### src/rtl/wb_arb_pkg.sv
// Shared types and helpers for the Wishbone round-robin arbiter and its picker.
package wb_arb_pkg;

  localparam int MAX_M = 8;

  typedef enum logic [0:0] {
    ST_IDLE,
    ST_OWN
  } arb_state_e;

  // Index width for a vector of 'value' entries; never narrower than one bit.
  function automatic int clog2(input int value);
    int result;
    result = 1;
    for (int i = 1; i < 31; i++) begin
      if ((1 << i) < value) result = i + 1;
    end
    return result;
  endfunction

endpackage

### src/rtl/wb_rr_pick.sv
// Combinational rotate-priority picker: first set bit of req at or after ptr, wrapping.
module wb_rr_pick
  import wb_arb_pkg::*;
#(
  parameter int N  = 4,
  parameter int IW = clog2(N)
) (
  input  logic [N-1:0]  req,
  input  logic [IW-1:0] ptr,
  output logic [N-1:0]  gnt,
  output logic [IW-1:0] idx
);

  // Scan from the far end back towards ptr so the closest requester is written last.
  always_comb begin
    logic [IW-1:0] k;
    gnt = '0;
    idx = '0;
    k   = '0;
    for (int i = N - 1; i >= 0; i--) begin
      k = IW'((int'(ptr) + i) % N);
      if (req[k]) begin
        gnt    = '0;
        gnt[k] = 1'b1;
        idx    = k;
      end
    end
  end

endmodule

### src/rtl/wb_rr_arbiter.sv
// Round-robin arbiter sharing one Wishbone slave port between NUM_M masters.
// Define WB_ARB_TIMEOUT_EN to force an ERR after TIMEOUT_CYC stalled strobe cycles.
module wb_rr_arbiter
  import wb_arb_pkg::*;
#(
  parameter int NUM_M       = 4,
  parameter int AW          = 32,
  parameter int DW          = 32,
  parameter int TIMEOUT_CYC = 255
) (
  input  logic                    clk_i,
  input  logic                    rst_i,
  input  logic [NUM_M-1:0]        m_cyc_i,
  input  logic [NUM_M-1:0]        m_stb_i,
  input  logic [NUM_M-1:0]        m_we_i,
  input  logic [NUM_M*AW-1:0]     m_addr_i,
  input  logic [NUM_M*DW-1:0]     m_data_i,
  input  logic [NUM_M*DW/8-1:0]   m_sel_i,
  output logic [DW-1:0]           m_data_o,
  output logic [NUM_M-1:0]        m_ack_o,
  output logic [NUM_M-1:0]        m_err_o,
  output logic [NUM_M-1:0]        m_rty_o,
  output logic                    s_cyc_o,
  output logic                    s_stb_o,
  output logic                    s_we_o,
  output logic [AW-1:0]           s_addr_o,
  output logic [DW-1:0]           s_data_o,
  output logic [DW/8-1:0]         s_sel_o,
  input  logic [DW-1:0]           s_data_i,
  input  logic                    s_ack_i,
  input  logic                    s_err_i,
  input  logic                    s_rty_i,
  output logic [NUM_M-1:0]        gnt_o
);

  localparam int IW = clog2(NUM_M);
  localparam int SW = DW / 8;

  if (NUM_M < 2 || NUM_M > MAX_M || TIMEOUT_CYC < 1) begin : g_param_check
    $error("wb_rr_arbiter: unsupported parameter set");
  end

  arb_state_e       state;
  arb_state_e       state_nxt;
  logic [IW-1:0]    ptr;
  logic [IW-1:0]    owner;
  logic [IW-1:0]    pick_idx;
  logic [NUM_M-1:0] pick_gnt;
  logic             owner_cyc;
  logic             s_stb_raw;
  logic             timeout_hit;

  logic [AW-1:0]    addr_arr [NUM_M];
  logic [DW-1:0]    data_arr [NUM_M];
  logic [SW-1:0]    sel_arr  [NUM_M];

  for (genvar k = 0; k < NUM_M; k++) begin : g_unpack
    assign addr_arr[k] = m_addr_i[k*AW +: AW];
    assign data_arr[k] = m_data_i[k*DW +: DW];
    assign sel_arr[k]  = m_sel_i[k*SW +: SW];
  end

  wb_rr_pick #(
    .N  (NUM_M),
    .IW (IW)
  ) u_pick (
    .req (m_cyc_i),
    .ptr (ptr),
    .gnt (pick_gnt),
    .idx (pick_idx)
  );

  assign owner_cyc = m_cyc_i[owner];
  assign m_data_o  = s_data_i;

  // Grant is captured on the request edge and held until the owner drops CYC.
  always_ff @(posedge clk_i) begin
    if (rst_i) begin
      state <= ST_IDLE;
      ptr   <= '0;
      owner <= '0;
      gnt_o <= '0;
    end else begin
      state <= state_nxt;
      if (state == ST_IDLE && |m_cyc_i) begin
        gnt_o <= pick_gnt;
        owner <= pick_idx;
      end else if (state == ST_OWN && !owner_cyc) begin
        gnt_o <= '0;
        ptr   <= (owner == IW'(NUM_M - 1)) ? '0 : owner + 1'b1;
      end
    end
  end

  always_comb begin
    state_nxt = state;
    case (state)
      ST_IDLE: if (|m_cyc_i) state_nxt = ST_OWN;
      ST_OWN:  if (!owner_cyc) state_nxt = ST_IDLE;
      default: state_nxt = ST_IDLE;
    endcase
  end

  always_comb begin
    s_cyc_o   = 1'b0;
    s_stb_raw = 1'b0;
    s_we_o    = 1'b0;
    s_addr_o  = '0;
    s_data_o  = '0;
    s_sel_o   = '0;
    m_ack_o   = '0;
    m_err_o   = '0;
    m_rty_o   = '0;
    if (state == ST_OWN) begin
      s_cyc_o        = owner_cyc;
      s_stb_raw      = owner_cyc & m_stb_i[owner];
      s_we_o         = m_we_i[owner];
      s_addr_o       = addr_arr[owner];
      s_data_o       = data_arr[owner];
      s_sel_o        = sel_arr[owner];
      m_ack_o[owner] = s_ack_i;
      m_err_o[owner] = s_err_i | timeout_hit;
      m_rty_o[owner] = s_rty_i;
    end
  end

  // The strobe is withdrawn from the slave during the forced-ERR cycle.
  assign s_stb_o = s_stb_raw & ~timeout_hit;

`ifdef WB_ARB_TIMEOUT_EN
  localparam int CW = clog2(TIMEOUT_CYC + 1);

  logic [CW-1:0] to_cnt;
  logic          stalled;

  assign stalled     = s_stb_raw & ~(s_ack_i | s_err_i | s_rty_i);
  assign timeout_hit = stalled && (to_cnt == CW'(TIMEOUT_CYC - 1));

  always_ff @(posedge clk_i) begin
    if (rst_i) begin
      to_cnt <= '0;
    end else if (!stalled || timeout_hit) begin
      to_cnt <= '0;
    end else begin
      to_cnt <= to_cnt + 1'b1;
    end
  end
`else
  assign timeout_hit = 1'b0;
`endif

endmodule

### config.mk
export PLATFORM = sky130hd
export DESIGN_NAME = wb_rr_arbiter
export DESIGN_NICKNAME = d
export VERILOG_FILES = /design/src/rtl/wb_arb_pkg.sv /design/src/rtl/wb_rr_pick.sv /design/src/rtl/wb_rr_arbiter.sv
export SDC_FILE = /design/constraint.sdc
export NUM_CORES = 1
export LEC_CHECK = 0
export ABC_AREA = 1
export BUFFER_PORTS_ARGS = -buffer_cell sky130_fd_sc_hd__buf_4
export CORE_AREA = 2 2 172 174
export CTS_CLUSTER_SIZE = 12
export DETAILED_ROUTE_END_ITERATION = 8
export DIE_AREA = 0 0 174 176
export GPL_TIMING_DRIVEN = 1
export MAX_ROUTING_LAYER = met4
export PLACE_DENSITY = 0.45
export SLEW_MARGIN = 20
export SYNTH_ARGS = -nofsm -noshare
export SYNTH_HDL_FRONTEND = slang
export SYNTH_SLANG_ARGS = --single-unit
### constraint.sdc
create_clock -name clk_i -period 2.8 [get_ports clk_i]
set_input_delay 0 -clock clk_i [delete_from_list [all_inputs] [get_ports clk_i]]
set_output_delay 0 -clock clk_i [all_outputs]
set_load 0.01 [all_outputs]
======== Yosys cells after proc, flatten, opt, wreduce, memory -nomap -nowiden ========
Cells that the tools add are included.
W data, S select, Z words.
cells by class
  add/sub/neg operators ................... 4
  multipliers ............................. 0
  div/mod/pow operators ................... 0
  order comparisons ....................... 11
  equality and inequality tests ........... 1
  shift operators ......................... 0
  mux-type cells .......................... 56
  bitwise gates (word level) .............. 7
  reductions and logical operators ........ 11
operators with widths
  kind                   count
  $mux W32               6
  $bmux W32 S2           2
  $mux W4                12
  $mux W1                17
  $lt A2 B3 Y1 const B   5
  $bmux W1 S2            7
  $and A4 B4 Y4          3
  $demux W1 S2           5
  $ge A2 B1 Y1 const B   5
  $mux W2                5
  $bmux W4 S2            1
  $logic_and A1 B1 Y1    7
  $add A2 B1 Y2 const B  2
  $add A2 B2 Y2 const B  2
  $reduce_or A4 Y1       1
  $ge A3 B3 Y1 const B   1
  $not A2 Y3             1
  $eq A2 B2 Y1 const B   1
  $not A1 Y1             2
  $pmux W1 S2            1
  $reduce_and A2 Y1      1
  $reduce_bool A2 Y1     1
  $and A1 B1 Y1          1
  $logic_not A1 Y1       1
storage, ports and cells
  bits in registers ....................... 9
  latch bits .............................. 0
  memory bits (writable) .................. 0
  bits in read-only memories .............. 0
  logic and storage cells ................. 94
  memories ................................ 0

======== Longest topological paths before layout ========
Gate-level depths: netlist of the first run.
  depth after elaboration ................. 10
  mapped depth ............................ 11
  mapped depth without buffers ............ 11

======== By module ========
From an unflattened synthesis of the first run, not the netlist that was laid out.
unflattened totals
  cell total of the unflattened synthesis .. 734
  area total of the unflattened synthesis .. 3,629.7 um^2
by module, submodules not included
  module         instances  cells each  area each (um^2)  sequential area each (um^2)
  wb_rr_arbiter  1          651         3,146.8           180.2
  wb_rr_pick     1          83          483.0             0.0

======== Least setup slack after synthesis of the first run ========
No wires, ideal clock.
  path type ............................... reg-to-reg
  start ................................... reg ptr[0]
  end ..................................... reg gnt_o[0]
  arrival time ............................ 1,593 ps
  slack ................................... 1,075 ps
  cell stages (with the launch flop) ...... 12
  path buffers ............................ 1
  clock period less this slack ............ 1,725 ps
  cells stage by stage .................... dfxtp_1 > inv_2 > ha_1 > inv_1 > nand3_2 > nand2_2 > buf_6 > nor2_1 > nand2_1 > nand3_1 > nand2_1 > a21oi_2
on the way
  longest elaborated chain between the ends .. 10
  elaborated cells between the ends (all ways) .. 36
  classes of those cells .................. add/sub (3); order compare (8); mux (21); reduce/logical (4)
ends and longest elaborated chain
  item                                                                RTL line             RTL
  start: declaration                                                  wb_rr_arbiter.sv:45  logic [IW-1:0] ptr;
  start signal: assignment                                            wb_rr_arbiter.sv:90  ptr <= (owner == IW'(NUM_M - 1)) ? '0 : owner + 1'b1;
  $add A2 B2 Y2                                                       wb_rr_pick.sv:21     k = IW'((int'(ptr) + i) % N);
  $lt A2 B3 Y1 (not written as such) or $ge A2 B1 Y1 (tied branches)  wb_rr_pick.sv:24     gnt[k] = 1'b1;
  $logic_and A1 B1 Y1 (not written as such)                           wb_rr_pick.sv:24
  $mux W1 (not written as such)                                       wb_rr_pick.sv:24
  $demux W1 S2                                                        --
  $mux W4 (3 in series)                                               wb_rr_pick.sv:22     if (req[k]) begin
  $mux W4 *                                                           wb_rr_pick.sv:22
  $mux W4 *                                                           wb_rr_arbiter.sv:85  if (state == ST_IDLE && |m_cyc_i) begin
  end signal: assignment                                              wb_rr_arbiter.sv:86  gnt_o <= pick_gnt;
  end: declaration                                                    wb_rr_arbiter.sv:33  output logic [NUM_M-1:0] gnt_o
Every way passes the cells marked *; elsewhere a longest branch is shown, timed or not. The select of a mux whose other input is x is not followed.
A chain may end at the register's enable or synchronous reset.

======== Worst setup path in the final report of the first run ========
  start ................................... reg owner[0]
  end ..................................... out s_data_o[29]
on the way
  longest elaborated chain between the ends .. 5
ends and longest elaborated chain
  item                                          RTL line              RTL
  start: declaration                            wb_rr_arbiter.sv:46   logic [IW-1:0] owner;
  start signal: assignment                      wb_rr_arbiter.sv:87   owner <= pick_idx;
  $not A2 Y3 (not written as such)              wb_rr_arbiter.sv:119  s_data_o = data_arr[owner];
  $bmux W32 S2                                  wb_rr_arbiter.sv:119
  $mux W32 (not written as such) (2 in series)  wb_rr_arbiter.sv:119
  $mux W32                                      wb_rr_arbiter.sv:114  if (state == ST_OWN) begin
  end: declaration                              wb_rr_arbiter.sv:27   output logic [DW-1:0] s_data_o,
No other way between the ends. The select of a mux whose other input is x is not followed.

==> metrics.txt, run 1 <==
# TYPE chip_impl_metric gauge
chip_impl_metric{name="detail_route.drc_violations",unit=""} 0
chip_impl_metric{name="power.switching",unit="mW"} 1.28
chip_impl_metric{name="cts_inserted_buffers",unit=""} 3
chip_impl_metric{name="min_path_cells",unit=""} 0
chip_impl_info{name="worstSetupEndpointType",value="output port"} 1
chip_impl_metric{name="sw_frac_of_total",unit="%"} 51.5
chip_impl_metric{name="leakagePower",unit="nW"} 3.18
chip_impl_metric{name="layout-area-overhead-vs-synth",unit="%"} 84.1
chip_impl_metric{name="numClockSinks",unit=""} 9
chip_impl_info{name="holdCritPathClass",value="in -> out"} 1
chip_impl_metric{name="dieArea",unit="sq um"} 30600
chip_impl_info{name="path_cells",value="inv_4 > buf_4 > o21ai_0 > a21oi_1 > buf_4"} 1
chip_impl_metric{name="setup_viol",unit=""} 0
chip_impl_metric{name="synth.cell_area",unit="sq um"} 3550
chip_impl_info{name="crit_path_start_kind",value="register"} 1
chip_impl_metric{name="initial_antenna_violation_count",unit=""} 1
chip_impl_metric{name="timing_worst_slew_pin_value",unit="ns"} 0.955
chip_impl_metric{name="cp_num_buf_inv",unit=""} 3
chip_impl_info{name="cts-root-buf",value="sky130_fd_sc_hd__clkbuf_16"} 1
chip_impl_metric{name="clock.fmax",unit="MHz"} 456
chip_impl_metric{name="vdd.ir_drop.worst",unit="uV"} 287
chip_impl_metric{name="number_of_buffers_added_for_setup_after_cts",unit=""} 0
chip_impl_metric{name="fin_ws",unit="ns"} 0.605
chip_impl_metric{name="antenna_left",unit=""} 0
chip_impl_metric{name="post_route_cells_drive_above_1_share",unit="%"} 40.6
chip_impl_metric{name="peak_fanout_along_the_critical_path",unit=""} 94
chip_impl_metric{name="dieHeight",unit="microns"} 176
chip_impl_metric{name="cts_repair_resize_count",unit=""} 0
chip_impl_metric{name="met2_usage",unit="%"} 24.2
chip_impl_metric{name="top_level_ports",unit=""} 440
chip_impl_metric{name="total_of_warnings_raised_by_yosys",unit=""} 0
chip_impl_metric{name="cp_num_cells",unit=""} 5
chip_impl_metric{name="net_count_after_synthesis",unit=""} 1060
chip_impl_metric{name="synthXorXnorAreaFrac",unit="%"} 0
chip_impl_metric{name="min_cycle_time_layout",unit="ns"} 2.19
chip_impl_metric{name="setup_total_negative_slack",unit="ns"} 0
chip_impl_metric{name="synth.lib_cells_used.distinct",unit=""} 26
chip_impl_info{name="worst-setup-path-type",value="reg -> out"} 1
chip_impl_metric{name="htreeDepth",unit=""} 1
chip_impl_metric{name="place.gp.congestion",unit=""} 0.879
chip_impl_metric{name="synthSimpleGateAreaFrac",unit="%"} 39.9
chip_impl_metric{name="grt_pass1_vias",unit=""} 5840
chip_impl_info{name="status",value="finished clean"} 1
chip_impl_info{name="cts_tree",value="built"} 1
chip_impl_metric{name="firstDrtPassIters",unit=""} 5
chip_impl_metric{name="holdBufCountCts",unit=""} 0
chip_impl_metric{name="first_iter_violations",unit=""} 323
chip_impl_metric{name="finalCritPeriodShare",unit="%"} 78.4
chip_impl_metric{name="synth_mux_area_share",unit="%"} 0
chip_impl_metric{name="max-cap-violations",unit=""} 0
chip_impl_info{name="rsz0062_at_grt",value="false"} 1
chip_impl_metric{name="synth-seq-cells",unit=""} 9
chip_impl_metric{name="final_max_slew_viol_count",unit=""} 0
chip_impl_metric{name="power_per_cell_area",unit="nW/um^2"} 380
chip_impl_metric{name="setup.reg_to_reg.worst_slack",unit="ns"} 0.78
chip_impl_metric{name="final_core_util",unit="%"} 22.9
chip_impl_metric{name="reg2regPathDepth",unit=""} 10
chip_impl_metric{name="arrival",unit="ns"} 2.19
chip_impl_metric{name="sequentialPowerShare",unit="%"} 7.5
chip_impl_metric{name="hpwlAfterDp",unit="mm"} 17.9
chip_impl_metric{name="ctsLongestPathBuffers",unit=""} 2
chip_impl_metric{name="sequential_element_share_of_the_synthesized_area",unit="%"} 5.08
chip_impl_metric{name="place_ws",unit="ns"} 0.690
chip_impl_metric{name="overflow",unit=""} 0
chip_impl_info{name="synth_top_family_by_area",value="simple AND/OR/NAND/NOR gates"} 1
chip_impl_metric{name="grt_max_degree",unit=""} 147
chip_impl_metric{name="grt_pass1_wl",unit="mm"} 34.3
chip_impl_metric{name="row_count",unit=""} 62
chip_impl_metric{name="wl",unit="mm"} 22.9
chip_impl_metric{name="avgRoutedWirePerCell",unit="microns"} 16.2
chip_impl_metric{name="final_hold_viol_count",unit=""} 0
chip_impl_metric{name="grtUsageMet3",unit="%"} 2.97
chip_impl_metric{name="grt.met1_usage",unit="%"} 18.2
chip_impl_metric{name="die_width",unit="microns"} 174
chip_impl_metric{name="worst_skew_late_latency",unit="ns"} 0.24
chip_impl_metric{name="grtUsageTotal",unit="%"} 14.5
chip_impl_metric{name="placed_cells",unit=""} 1408
chip_impl_metric{name="avgSynthCellArea",unit="sq um"} 4.88
chip_impl_metric{name="synthesis.instances",unit=""} 727
chip_impl_metric{name="pwr-share-comb",unit="%"} 81.8
chip_impl_metric{name="numPortBuffers",unit=""} 375
chip_impl_metric{name="timing.critical_path.required",unit="ns"} 2.80
chip_impl_metric{name="stdcell_count",unit=""} 1413
chip_impl_info{name="crit_family",value="buffers and inverters"} 1
chip_impl_info{name="layout_commonest_cell",value="sky130_fd_sc_hd__buf_4"} 1
chip_impl_metric{name="timing.critical_path.slowest_cell_delay",unit="ns"} 0.52
chip_impl_metric{name="detailroute.via_count",unit=""} 5836
chip_impl_metric{name="fin_skew",unit="ns"} 0.00248
chip_impl_metric{name="compound_gate_fraction_of_synth_area",unit="%"} 34.2
chip_impl_metric{name="initial_utilization",unit="%"} 12.4
chip_impl_metric{name="total_core_area",unit="sq um"} 28500
chip_impl_metric{name="power.internal",unit="mW"} 1.20
chip_impl_info{name="crit_path_frequent_cell",value="sky130_fd_sc_hd__buf_4"} 1
chip_impl_metric{name="synthAdderAreaFrac",unit="%"} 4.23
chip_impl_metric{name="power.clock.fraction",unit="%"} 10.7
chip_impl_info{name="crit_path_top_delay_cell",value="sky130_fd_sc_hd__inv_4"} 1
chip_impl_metric{name="post_detailed_route_via_to_cell_ratio",unit=""} 4.13
chip_impl_metric{name="number_of_nets_in_the_layout",unit=""} 1362
chip_impl_metric{name="clk_pin_slew",unit="ns"} 0.04
chip_impl_metric{name="slew_headroom",unit="%"} 36.3
chip_impl_info{name="most-common-layout-cells",value="sky130_fd_sc_hd__buf_4 (383), sky130_fd_sc_hd__nor2_1 (306), sky130_fd_sc_hd__o21ai_0 (144)"} 1
chip_impl_info{name="gr-max-usage-layer",value="met2"} 1
==> area by class of cell <==
type	count	area [sq um]
Clock buffer	4	78.8
Fill cell	3401	22000
Timing Repair Buffer	384	2900
Multi-Input combinational cell	605	2780
Antenna cell	1	2.50
Tap cell	384	480
Inverter	26	104
Sequential cell	9	188
==> flip-flops by register name, summed over array words and instances, names as in the netlist <==
register / cells
ptr: 2
state: 1
gnt_o: 4
owner: 2
==> cells in the mapped netlist <==
cell type,instances,area (sq um)
sky130_fd_sc_hd__a21oi_2,4,35.0
sky130_fd_sc_hd__o21ai_1,2,10.0
sky130_fd_sc_hd__dfxtp_1,9,180
sky130_fd_sc_hd__inv_1,15,56.3
sky130_fd_sc_hd__nand3_2,5,50.1
sky130_fd_sc_hd__buf_4,34,255
sky130_fd_sc_hd__clkbuf_1,30,113
sky130_fd_sc_hd__clkinv_2,1,5.00
sky130_fd_sc_hd__buf_6,1,11.3
sky130_fd_sc_hd__a211oi_1,1,7.51
sky130_fd_sc_hd__buf_1,4,15.0
sky130_fd_sc_hd__ha_1,12,150
sky130_fd_sc_hd__nor2_4,1,11.3
sky130_fd_sc_hd__nor2_1,306,1150
sky130_fd_sc_hd__nand2_2,5,31.3
sky130_fd_sc_hd__o21ai_0,144,721
sky130_fd_sc_hd__a31oi_1,1,6.26
sky130_fd_sc_hd__nand3_1,14,70.1
sky130_fd_sc_hd__inv_4,1,6.26
sky130_fd_sc_hd__buf_2,18,90.1
sky130_fd_sc_hd__nand2_4,1,11.3
sky130_fd_sc_hd__nand2_1,25,93.8
sky130_fd_sc_hd__o211ai_1,1,7.51
sky130_fd_sc_hd__a21oi_1,82,410
sky130_fd_sc_hd__inv_2,9,33.8
sky130_fd_sc_hd__o21ai_4,1,16.3
==> layer usage <==
metal  vias to the layer above  part of all wire [%]  wire [microns]
met4                         0                   1.3             300
met3                        17                   8.1            1850
met1                      2589                    43            9790
met2                       294                    48           10900
li1                       2936                     -               -
met5                         -                     0               0
==> power groups by stage <==
stage | clock, mW | combinational [mW] | sequential, mW
floorplan | 0 | 1.18 | 0.178
global placement | 0 | 2.06 | 0.189
detailed placement | 0 | 2.05 | 0.189
CTS | 0.274 | 2.06 | 0.188
global route | 0.278 | 2.27 | 0.193
finish | 0.265 | 2.03 | 0.186
==> cells by family after synthesis <==
kind of cell / count (synthesis)
buf+inv: 113
flops: 9
simple gates: 357
fa+ha+maj: 12
compound gates: 236
==> worst reg2reg max path, stage by stage, from the launching register on <==
cell	delay, ns
sky130_fd_sc_hd__dfxtp_1	0.53
sky130_fd_sc_hd__inv_2	0.19
sky130_fd_sc_hd__ha_1	0.37
sky130_fd_sc_hd__inv_1	0.12
sky130_fd_sc_hd__nand3_2	0.10
sky130_fd_sc_hd__nand2_2	0.19
sky130_fd_sc_hd__inv_1	0.12
sky130_fd_sc_hd__nand3_1	0.08
sky130_fd_sc_hd__nand3_1	0.07
sky130_fd_sc_hd__nand2_1	0.09
sky130_fd_sc_hd__a21oi_2	0.05
==> per-stage QoR <==
step | area [sq um] | power [mW] | hold WS, ns
after floorplan | 3550 | 1.36 | 0.0918
after global placement | 6450 | 2.25 | 0.0000686
after detailed placement | 6450 | 2.24 | 0.0000686
after CTS | 6530 | 2.53 | 0.0000686
after global routing | 6530 | 2.74 | 0.0000151
final | 6530 | 2.48 | 0.00000393
==> final timing paths <==
kind | end | start
max | s_data_o[29] | owner[0]
min | m_data_o[1] | s_data_i[1]
max reg2reg | gnt_o[3] | ptr[0]
min reg2reg | gnt_o[0] | gnt_o[0]
Note: power is estimated with default switching activity, not from simulation.
==> run 2, diff against run 1 <==
--- a/config.mk
+++ b/config.mk
@@ -5,15 +5,15 @@
 export SDC_FILE = /design/constraint.sdc
 export NUM_CORES = 1
 export LEC_CHECK = 0
-export ABC_AREA = 1
+export ABC_AREA = 0
 export BUFFER_PORTS_ARGS = -buffer_cell sky130_fd_sc_hd__buf_4
-export CORE_AREA = 2 2 172 174
+export CORE_AREA = 2 2 169 171
 export CTS_CLUSTER_SIZE = 12
 export DETAILED_ROUTE_END_ITERATION = 8
-export DIE_AREA = 0 0 174 176
+export DIE_AREA = 0 0 171 173
 export GPL_TIMING_DRIVEN = 1
 export MAX_ROUTING_LAYER = met4
-export PLACE_DENSITY = 0.45
+export PLACE_DENSITY = 0.46
 export SLEW_MARGIN = 20
 export SYNTH_ARGS = -nofsm -noshare
 export SYNTH_HDL_FRONTEND = slang
==> constraint.sdc (replaced) <==
create_clock -name clk_i -period 1.8 [get_ports clk_i]
set_input_delay 0 -clock clk_i [delete_from_list [all_inputs] [get_ports clk_i]]
set_output_delay 0 -clock clk_i [all_outputs]
set_load 0.01 [all_outputs]
==> run 2 against run 1 <==
Effect of this change:
- count of clock-buffer cells in the layout stayed put
- die area decreased by 3.4%
- the run now ends with negative setup slack left
- critical endpoint is now gnt_o[3]
- cell area grew 10%
- largest cell class unchanged
==> metrics.txt, run 2 <==
# TYPE chip_impl_metric gauge
chip_impl_metric{name="arrival",unit="ns"} 2.07
chip_impl_metric{name="final_max_slew_viol_count",unit=""} 0
chip_impl_metric{name="place.gp.congestion",unit=""} 0.869
chip_impl_metric{name="synth.lib_cells_used.distinct",unit=""} 33
chip_impl_metric{name="sequentialPowerShare",unit="%"} 7.5
chip_impl_metric{name="top_level_ports",unit=""} 440
chip_impl_info{name="post_synth_main_area_contributors",value="sky130_fd_sc_hd__mux4_2 (49%), sky130_fd_sc_hd__and2_1 (13%), sky130_fd_sc_hd__buf_4 (7.1%)"} 1
chip_impl_metric{name="fin_skew",unit="ns"} 0.00204
chip_impl_metric{name="ctsLongestPathBuffers",unit=""} 2
chip_impl_metric{name="first_iter_violations",unit=""} 140
chip_impl_info{name="worst-setup-path-type",value="reg -> reg"} 1
chip_impl_metric{name="fin_ws",unit="ns"} -0.168
chip_impl_metric{name="filler_cell_count",unit=""} 3041
chip_impl_metric{name="post-synth-top-area-fraction",unit="%"} 49.0
chip_impl_metric{name="dieArea",unit="sq um"} 29600
chip_impl_metric{name="numPortBuffers",unit=""} 375
chip_impl_metric{name="wl",unit="mm"} 21.5
chip_impl_info{name="netlist.top_cell.by_area",value="sky130_fd_sc_hd__mux4_2"} 1
chip_impl_info{name="cp-startpoint",value="ptr[0]"} 1
chip_impl_metric{name="detail_route.drc_violations",unit=""} 0
chip_impl_metric{name="post_route_cells_drive_above_1_share",unit="%"} 80.9
chip_impl_metric{name="overflow",unit=""} 0
chip_impl_metric{name="synth.cell_area",unit="sq um"} 3400
chip_impl_info{name="largest-register",value="gnt_o"} 1
chip_impl_metric{name="clk_pin_slew",unit="ns"} 0.04
chip_impl_info{name="layout_commonest_cell",value="sky130_fd_sc_hd__buf_4"} 1
chip_impl_info{name="largest_registers_ranked_by_flip_flop_count",value="gnt_o: 4 flops, owner: 2 flops, ptr: 2 flops"} 1
chip_impl_metric{name="power.clock.fraction",unit="%"} 11.5
chip_impl_metric{name="detailroute.via_count",unit=""} 4219
chip_impl_info{name="crit_path_start_kind",value="register"} 1
chip_impl_metric{name="layout-area-overhead-vs-synth",unit="%"} 112
chip_impl_metric{name="grt_pass1_vias",unit=""} 4381
chip_impl_metric{name="place_ws",unit="ns"} -0.184
chip_impl_metric{name="stdcell_count",unit=""} 1049
chip_impl_metric{name="sw_frac_of_total",unit="%"} 35.3
chip_impl_metric{name="vdd.ir_drop.worst",unit="uV"} 269
chip_impl_metric{name="finalCritPeriodShare",unit="%"} 109
chip_impl_metric{name="leakagePower",unit="nW"} 3.24
chip_impl_info{name="worstSetupEndpointType",value="register"} 1
chip_impl_metric{name="die_width",unit="microns"} 171
chip_impl_metric{name="avgSynthCellArea",unit="sq um"} 10.7
chip_impl_metric{name="worst_skew_late_latency",unit="ns"} 0.23
chip_impl_metric{name="synth_async_sr_flop_share",unit="%"} 0
chip_impl_info{name="cts_tree",value="built"} 1
chip_impl_metric{name="clock.fmax",unit="MHz"} 508
chip_impl_metric{name="timing_worst_slew_pin_value",unit="ns"} 0.426
chip_impl_info{name="violations",value="negative setup slack"} 1
chip_impl_metric{name="count_of_flip_flops_with_a_built_in_enable_after_synthesis",unit=""} 0
chip_impl_info{name="rsz0062_at_grt",value="true"} 1
chip_impl_metric{name="pwr-share-comb",unit="%"} 81.0
chip_impl_info{name="status",value="finished, violations left"} 1
chip_impl_metric{name="synthesis.instances",unit=""} 319
chip_impl_metric{name="flip_flop_count_of_the_largest_register_all_copies_and_words_added",unit=""} 4
chip_impl_info{name="most-common-layout-cells",value="sky130_fd_sc_hd__buf_4 (358), sky130_fd_sc_hd__mux4_2 (74), sky130_fd_sc_hd__buf_6 (37)"} 1
chip_impl_metric{name="setup_total_negative_slack",unit="ns"} -0.624
chip_impl_metric{name="min_cycle_time_layout",unit="ns"} 1.97
chip_impl_metric{name="peak_fanout_along_the_critical_path",unit=""} 5
chip_impl_metric{name="post_detailed_route_via_to_cell_ratio",unit=""} 4.02
chip_impl_metric{name="firstDrtPassIters",unit=""} 4
chip_impl_metric{name="numClockSinks",unit=""} 9
chip_impl_metric{name="number_of_nets_in_the_layout",unit=""} 1005
chip_impl_metric{name="sequential_element_share_of_the_synthesized_area",unit="%"} 5.29
chip_impl_metric{name="hpwlAfterDp",unit="mm"} 17.7
chip_impl_metric{name="grt_max_degree",unit=""} 43
chip_impl_metric{name="power.internal",unit="mW"} 2.25
chip_impl_metric{name="max-cap-violations",unit=""} 0
chip_impl_metric{name="power.switching",unit="mW"} 1.23
chip_impl_info{name="timing.hold.worst.start",value="s_data_i[29]"} 1
chip_impl_metric{name="grt_pass1_wl",unit="mm"} 28.9
chip_impl_info{name="dominantRegCellSynth",value="sky130_fd_sc_hd__dfxtp_1"} 1
chip_impl_info{name="post-synth-top-count-cell",value="sky130_fd_sc_hd__mux4_2"} 1
chip_impl_metric{name="avgRoutedWirePerCell",unit="microns"} 20.5
chip_impl_metric{name="layout.cell_area.non_filler",unit="sq um"} 7200
chip_impl_metric{name="grtUsageTotal",unit="%"} 13.4
chip_impl_metric{name="total_of_warnings_raised_by_yosys",unit=""} 0
chip_impl_metric{name="slew_headroom",unit="%"} 71.5
chip_impl_info{name="cts-root-buf",value="sky130_fd_sc_hd__clkbuf_16"} 1
chip_impl_info{name="holdCritPathClass",value="in -> out"} 1
chip_impl_metric{name="net_count_after_synthesis",unit=""} 652
chip_impl_metric{name="power_per_cell_area",unit="nW/um^2"} 482
chip_impl_metric{name="dieHeight",unit="microns"} 173
chip_impl_metric{name="placed_cells",unit=""} 1036
chip_impl_info{name="timing.rr.start",value="ptr[0]"} 1
chip_impl_metric{name="htreeDepth",unit=""} 1
chip_impl_metric{name="setup_viol",unit=""} 5
chip_impl_metric{name="antenna_left",unit=""} 0
chip_impl_metric{name="place_area",unit="sq um"} 6600
chip_impl_metric{name="total_core_area",unit="sq um"} 27600
chip_impl_metric{name="row_count",unit=""} 61
chip_impl_metric{name="final_hold_viol_count",unit=""} 0
chip_impl_metric{name="initial_antenna_violation_count",unit=""} 0
chip_impl_metric{name="diodes",unit=""} 0
chip_impl_metric{name="synth-seq-cells",unit=""} 9
chip_impl_info{name="synth_common_cells",value="sky130_fd_sc_hd__mux4_2 (74), sky130_fd_sc_hd__and2_1 (69), sky130_fd_sc_hd__buf_4 (32)"} 1
chip_impl_metric{name="cts_inserted_buffers",unit=""} 3
chip_impl_metric{name="timing.critical_path.required",unit="ns"} 1.91
chip_impl_metric{name="initial_utilization",unit="%"} 12.3
==> run 2: timing repair <==
| action | in CTS | in global routing |
|---|---|---|
| setup buffers | 4 | 0 |
| endpoints found under the hold margin | 4 | 0 |
| hold buffers | 1 | 0 |
| endpoints found under the setup margin | 73 | 58 |
| resized for setup | 10 | 88 |
| cloned | 0 | 5 |
| pin swaps | 0 | 2 |
==> run 2: worst paths after layout <==
| path | end | slack, ns | depth (start not counted) |
|---|---|---|---|
| worst max-delay path | gnt_o[3] | -0.17 | 6 |
| worst min-delay path | m_data_o[29] | 0.000004 | 0 |
| worst max register to register | gnt_o[3] | -0.17 | 6 |
| worst min register to register | gnt_o[0] | 0.47 | 2 |
==> run 2: kinds of logic (layout without fill, tap and decap cells) <==
logic type               count (synthesis)  after routing  synth area share [%]
AND/OR/NAND/NOR                        120            120                  21.4
multiplexers                            82             82                  51.5
buffers and inverters                   70            422                  11.8
AO/OA/AOI/OAI                           26             26                  5.55
adder cells (fa/ha/maj)                 12             12                  4.41
flip-flops                               9              9                  5.29
==> run 2: metrics by stage <==
step	utilization [%]	hold slack (ns)	power, mW
finish	26.1	0.00000443	3.47
floorplan	-	0.0617	1.55
detailed placement	23.9	0.0000686	2.73
global route	26.1	0.0000180	3.69
CTS	24.5	0.0000686	3.21
global placement	23.9	0.0000686	2.73
==> run 2: area by class of cell <==
class / count / area [sq um] / area share [%]
Sequential cell: 9 / 193 / 2.68
Timing Repair Buffer: 409 / 3420 / 47.5
Tap cell: 378 / 473 / 6.57
Clock buffer: 4 / 78.8 / 1.09
Inverter: 9 / 37.5 / 0.521
Multi-Input combinational cell: 240 / 3000 / 41.7
==> run 2: power groups by stage <==
stage	clock network, mW	logic, mW	registers (mW)
2_1_floorplan	0	1.30	0.254
3_3_place_gp	0	2.45	0.281
3_5_place_dp	0	2.45	0.282
4_1_cts	0.404	2.55	0.259
5_1_grt	0.424	3.00	0.265
6_report	0.399	2.81	0.261
==> run 2: worst max-delay path, stage by stage (launching register included) <==
cell,delay [ns]
sky130_fd_sc_hd__dfxtp_4,0.36
sky130_fd_sc_hd__clkinvlp_4,0.10
sky130_fd_sc_hd__ha_4,0.32
sky130_fd_sc_hd__mux4_2,0.35
sky130_fd_sc_hd__nor4bb_1,0.16
sky130_fd_sc_hd__a2111oi_1,0.41
sky130_fd_sc_hd__o32ai_1,0.13
==> run 2: per-layer routing <==
layer  up-vias  routed length (microns)  GRT usage [%]
met4         0                       67          0.706
li1       1919                        -              -
met5         -                        0              -
met3         6                     2000           3.98
met2       196                    10800           23.3
met1      2098                     8580           16.0
==> run 3, diff against run 2 <==
--- a/config.mk
+++ b/config.mk
@@ -14,6 +14,7 @@
 export GPL_TIMING_DRIVEN = 1
 export MAX_ROUTING_LAYER = met4
 export PLACE_DENSITY = 0.46
+export RECOVER_POWER = 50
 export SLEW_MARGIN = 20
 export SYNTH_ARGS = -nofsm -noshare
 export SYNTH_HDL_FRONTEND = slang
==> run 3 against run 2 <==
Effect of this change:
- the run still ends with negative setup slack left
- highest routed layer unchanged
- worst setup slack improved by 0.0038 ns
- sequential share of layout area barely moved
- core utilization fell by 0.16 points
- largest cell class unchanged
- register-to-register slack barely moved
- first-iteration DRC count fell by 2.1%
- wire length barely moved
- power fell by 0.78%
- die area did not move
- fmax rose by 0.19%
==> metrics.txt, run 3 (same netlist as run 2, synthesis figures left out) <==
# TYPE chip_impl_metric gauge
chip_impl_metric{name="hpwlAfterDp",unit="mm"} 17.7
chip_impl_metric{name="firstDrtPassIters",unit=""} 4
chip_impl_metric{name="setup_viol",unit=""} 11
chip_impl_info{name="r2r_end",value="gnt_o[3]"} 1
chip_impl_metric{name="avgRoutedWirePerCell",unit="microns"} 20.5
chip_impl_metric{name="flip_flop_count_of_the_largest_register_all_copies_and_words_added",unit=""} 4
chip_impl_info{name="cp-startpoint",value="ptr[0]"} 1
chip_impl_info{name="path_cells",value="clkinvlp_4 > ha_4 > mux4_2 > nor4bb_1 > a2111oi_1 > o32ai_1"} 1
chip_impl_metric{name="wl",unit="mm"} 21.5
chip_impl_metric{name="grt_pass1_vias",unit=""} 4381
chip_impl_info{name="largest-register",value="gnt_o"} 1
chip_impl_metric{name="dieHeight",unit="microns"} 173
chip_impl_metric{name="slew_headroom",unit="%"} 71.6
chip_impl_metric{name="antenna_left",unit=""} 0
chip_impl_metric{name="vdd.ir_drop.worst",unit="uV"} 269
chip_impl_metric{name="top_level_ports",unit=""} 440
chip_impl_metric{name="final_max_slew_viol_count",unit=""} 0
chip_impl_metric{name="fin_ws",unit="ns"} -0.165
chip_impl_info{name="layout_commonest_cell",value="sky130_fd_sc_hd__buf_4"} 1
chip_impl_metric{name="post_detailed_route_via_to_cell_ratio",unit=""} 4.02
chip_impl_metric{name="arrival",unit="ns"} 2.07
chip_impl_metric{name="max-cap-violations",unit=""} 0
chip_impl_metric{name="htreeDepth",unit=""} 1
chip_impl_metric{name="numClockSinks",unit=""} 9
chip_impl_metric{name="grt_max_degree",unit=""} 43
chip_impl_info{name="timing.rr.start",value="ptr[0]"} 1
chip_impl_info{name="crit_path_top_delay_cell",value="sky130_fd_sc_hd__a2111oi_1"} 1
chip_impl_metric{name="setup_total_negative_slack",unit="ns"} -0.804
chip_impl_metric{name="clock.fmax",unit="MHz"} 509
chip_impl_metric{name="place.gp.congestion",unit=""} 0.869
chip_impl_metric{name="numPortBuffers",unit=""} 375
chip_impl_metric{name="total_core_area",unit="sq um"} 27600
chip_impl_metric{name="detail_route.drc_violations",unit=""} 0
chip_impl_metric{name="grtUsageTotal",unit="%"} 13.4
chip_impl_metric{name="timing_worst_slew_pin_value",unit="ns"} 0.425
chip_impl_metric{name="leakagePower",unit="nW"} 3.21
chip_impl_info{name="largest_registers_ranked_by_flip_flop_count",value="gnt_o: 4 flops, owner: 2 flops, ptr: 2 flops"} 1
chip_impl_metric{name="finalCritPeriodShare",unit="%"} 109
chip_impl_metric{name="die_width",unit="microns"} 171
chip_impl_info{name="violations",value="negative setup slack"} 1
chip_impl_metric{name="min_cycle_time_layout",unit="ns"} 1.96
chip_impl_metric{name="peak_fanout_along_the_critical_path",unit=""} 5
chip_impl_metric{name="cp_num_cells",unit=""} 6
chip_impl_info{name="worstSetupEndpointType",value="register"} 1
chip_impl_metric{name="layout-area-overhead-vs-synth",unit="%"} 110
chip_impl_info{name="holdCritPathClass",value="in -> out"} 1
chip_impl_info{name="endpoint",value="gnt_o[3]"} 1
chip_impl_metric{name="detailroute.via_count",unit=""} 4212
chip_impl_metric{name="timing.critical_path.slowest_cell_delay",unit="ns"} 0.41
chip_impl_metric{name="reg2regPathDepth",unit=""} 6
chip_impl_metric{name="final_hold_viol_count",unit=""} 0
chip_impl_metric{name="grt_pass1_wl",unit="mm"} 28.9
chip_impl_metric{name="initial_utilization",unit="%"} 12.3
chip_impl_info{name="cts-root-buf",value="sky130_fd_sc_hd__clkbuf_16"} 1
chip_impl_info{name="status",value="finished, violations left"} 1
chip_impl_metric{name="first_iter_violations",unit=""} 137
chip_impl_metric{name="power_per_cell_area",unit="nW/um^2"} 482
chip_impl_metric{name="ctsLongestPathBuffers",unit=""} 2
chip_impl_metric{name="cp_num_buf_inv",unit=""} 1
chip_impl_metric{name="dieArea",unit="sq um"} 29600
chip_impl_info{name="worst-setup-path-type",value="reg -> reg"} 1
chip_impl_metric{name="post_route_cells_drive_above_1_share",unit="%"} 80.2
chip_impl_metric{name="worst_skew_late_latency",unit="ns"} 0.23
chip_impl_metric{name="overflow",unit=""} 0
chip_impl_metric{name="worst_hold_slack",unit="ns"} 0.00000443
chip_impl_metric{name="setup.reg_to_reg.worst_slack",unit="ns"} -0.16
chip_impl_info{name="crit_family",value="compound AO/OA/AOI/OAI gates"} 1
chip_impl_info{name="cts_tree",value="built"} 1
chip_impl_metric{name="diodes",unit=""} 0
chip_impl_info{name="rsz0062_at_grt",value="true"} 1
chip_impl_info{name="crit_path_start_kind",value="register"} 1
chip_impl_info{name="most-common-layout-cells",value="sky130_fd_sc_hd__buf_4 (352), sky130_fd_sc_hd__mux4_2 (74), sky130_fd_sc_hd__buf_6 (38)"} 1
chip_impl_metric{name="cts_inserted_buffers",unit=""} 3
chip_impl_metric{name="clk_pin_slew",unit="ns"} 0.04
chip_impl_metric{name="timing.critical_path.required",unit="ns"} 1.91
chip_impl_metric{name="initial_antenna_violation_count",unit=""} 0
chip_impl_metric{name="fin_skew",unit="ns"} 0.00191
chip_impl_metric{name="number_of_nets_in_the_layout",unit=""} 1005
chip_impl_metric{name="place_ws",unit="ns"} -0.184
chip_impl_metric{name="row_count",unit=""} 61
-- run 3: cell count changes in the layout (fill, tap and decap cells not counted) --
| cell | change |
|---|---|
| sky130_fd_sc_hd__clkbuf_4 | +1 |
| sky130_fd_sc_hd__buf_8 | -1 |
| sky130_fd_sc_hd__buf_16 | -1 |
| sky130_fd_sc_hd__buf_6 | +1 |
| sky130_fd_sc_hd__clkbuf_2 | +1 |
| sky130_fd_sc_hd__clkbuf_1 | +5 |
| sky130_fd_sc_hd__buf_4 | -6 |
-- run 3: cell type report --
class	count	area, sq um
Timing Repair Buffer	409	3370
Inverter	9	37.5
Clock buffer	4	78.8
Fill cell	3048	20500
Tap cell	378	473
Sequential cell	9	193
Multi-Input combinational cell	240	3000
-- run 3: per-stage QoR --
step / area, sq um / total power [mW] / instances / util, %
detailed placement: 6600 / 2.73 / 1036 / 23.9
CTS: 6770 / 3.21 / 1045 / 24.5
floorplan: 3440 / 1.55 / 319 / -
global placement: 6600 / 2.73 / 1036 / 23.9
finish: 7160 / 3.45 / 1049 / 25.9
global route: 7160 / 3.66 / 1049 / 25.9
-- run 3: worst min-delay path by stage --
stage                            start            to  slack, ns  cells after the start
after global placement    s_data_i[15]  m_data_o[15]    0.00007                      0
after detailed placement  s_data_i[15]  m_data_o[15]    0.00007                      0
after CTS                 s_data_i[15]  m_data_o[15]    0.00007                      0
after floorplan                  rst_i        ptr[0]       0.06                      1
final                     s_data_i[29]  m_data_o[29]   0.000004                      0
after global routing      s_data_i[29]  m_data_o[29]    0.00002                      0
-- run 3: power by group --
part | internal, mW | switching [mW] | total (mW)
clock network | 0.297 | 0.103 | 0.399
logic | 1.70 | 1.09 | 2.79
registers | 0.228 | 0.0305 | 0.258
-- run 3: metal layers --
layer	track usage, %	wire [microns]	vias to the layer above
met1	16.0	8610	2095
met3	3.98	1990	6
met2	23.3	10800	194
li1	-	-	1917
met5	-	0	-
met4	0.706	67	0
-- run 3: repair_timing --
| item | CTS | global route |
|---|---|---|
| gates resized for setup | 10 | 88 |
| hold buffers | 1 | 0 |
| gates cloned | 0 | 5 |
| endpoints found under the hold margin | 4 | 0 |
| setup endpoints to repair | 73 | 58 |
| pin swaps | 0 | 2 |
| buffers inserted | 4 | 0 |
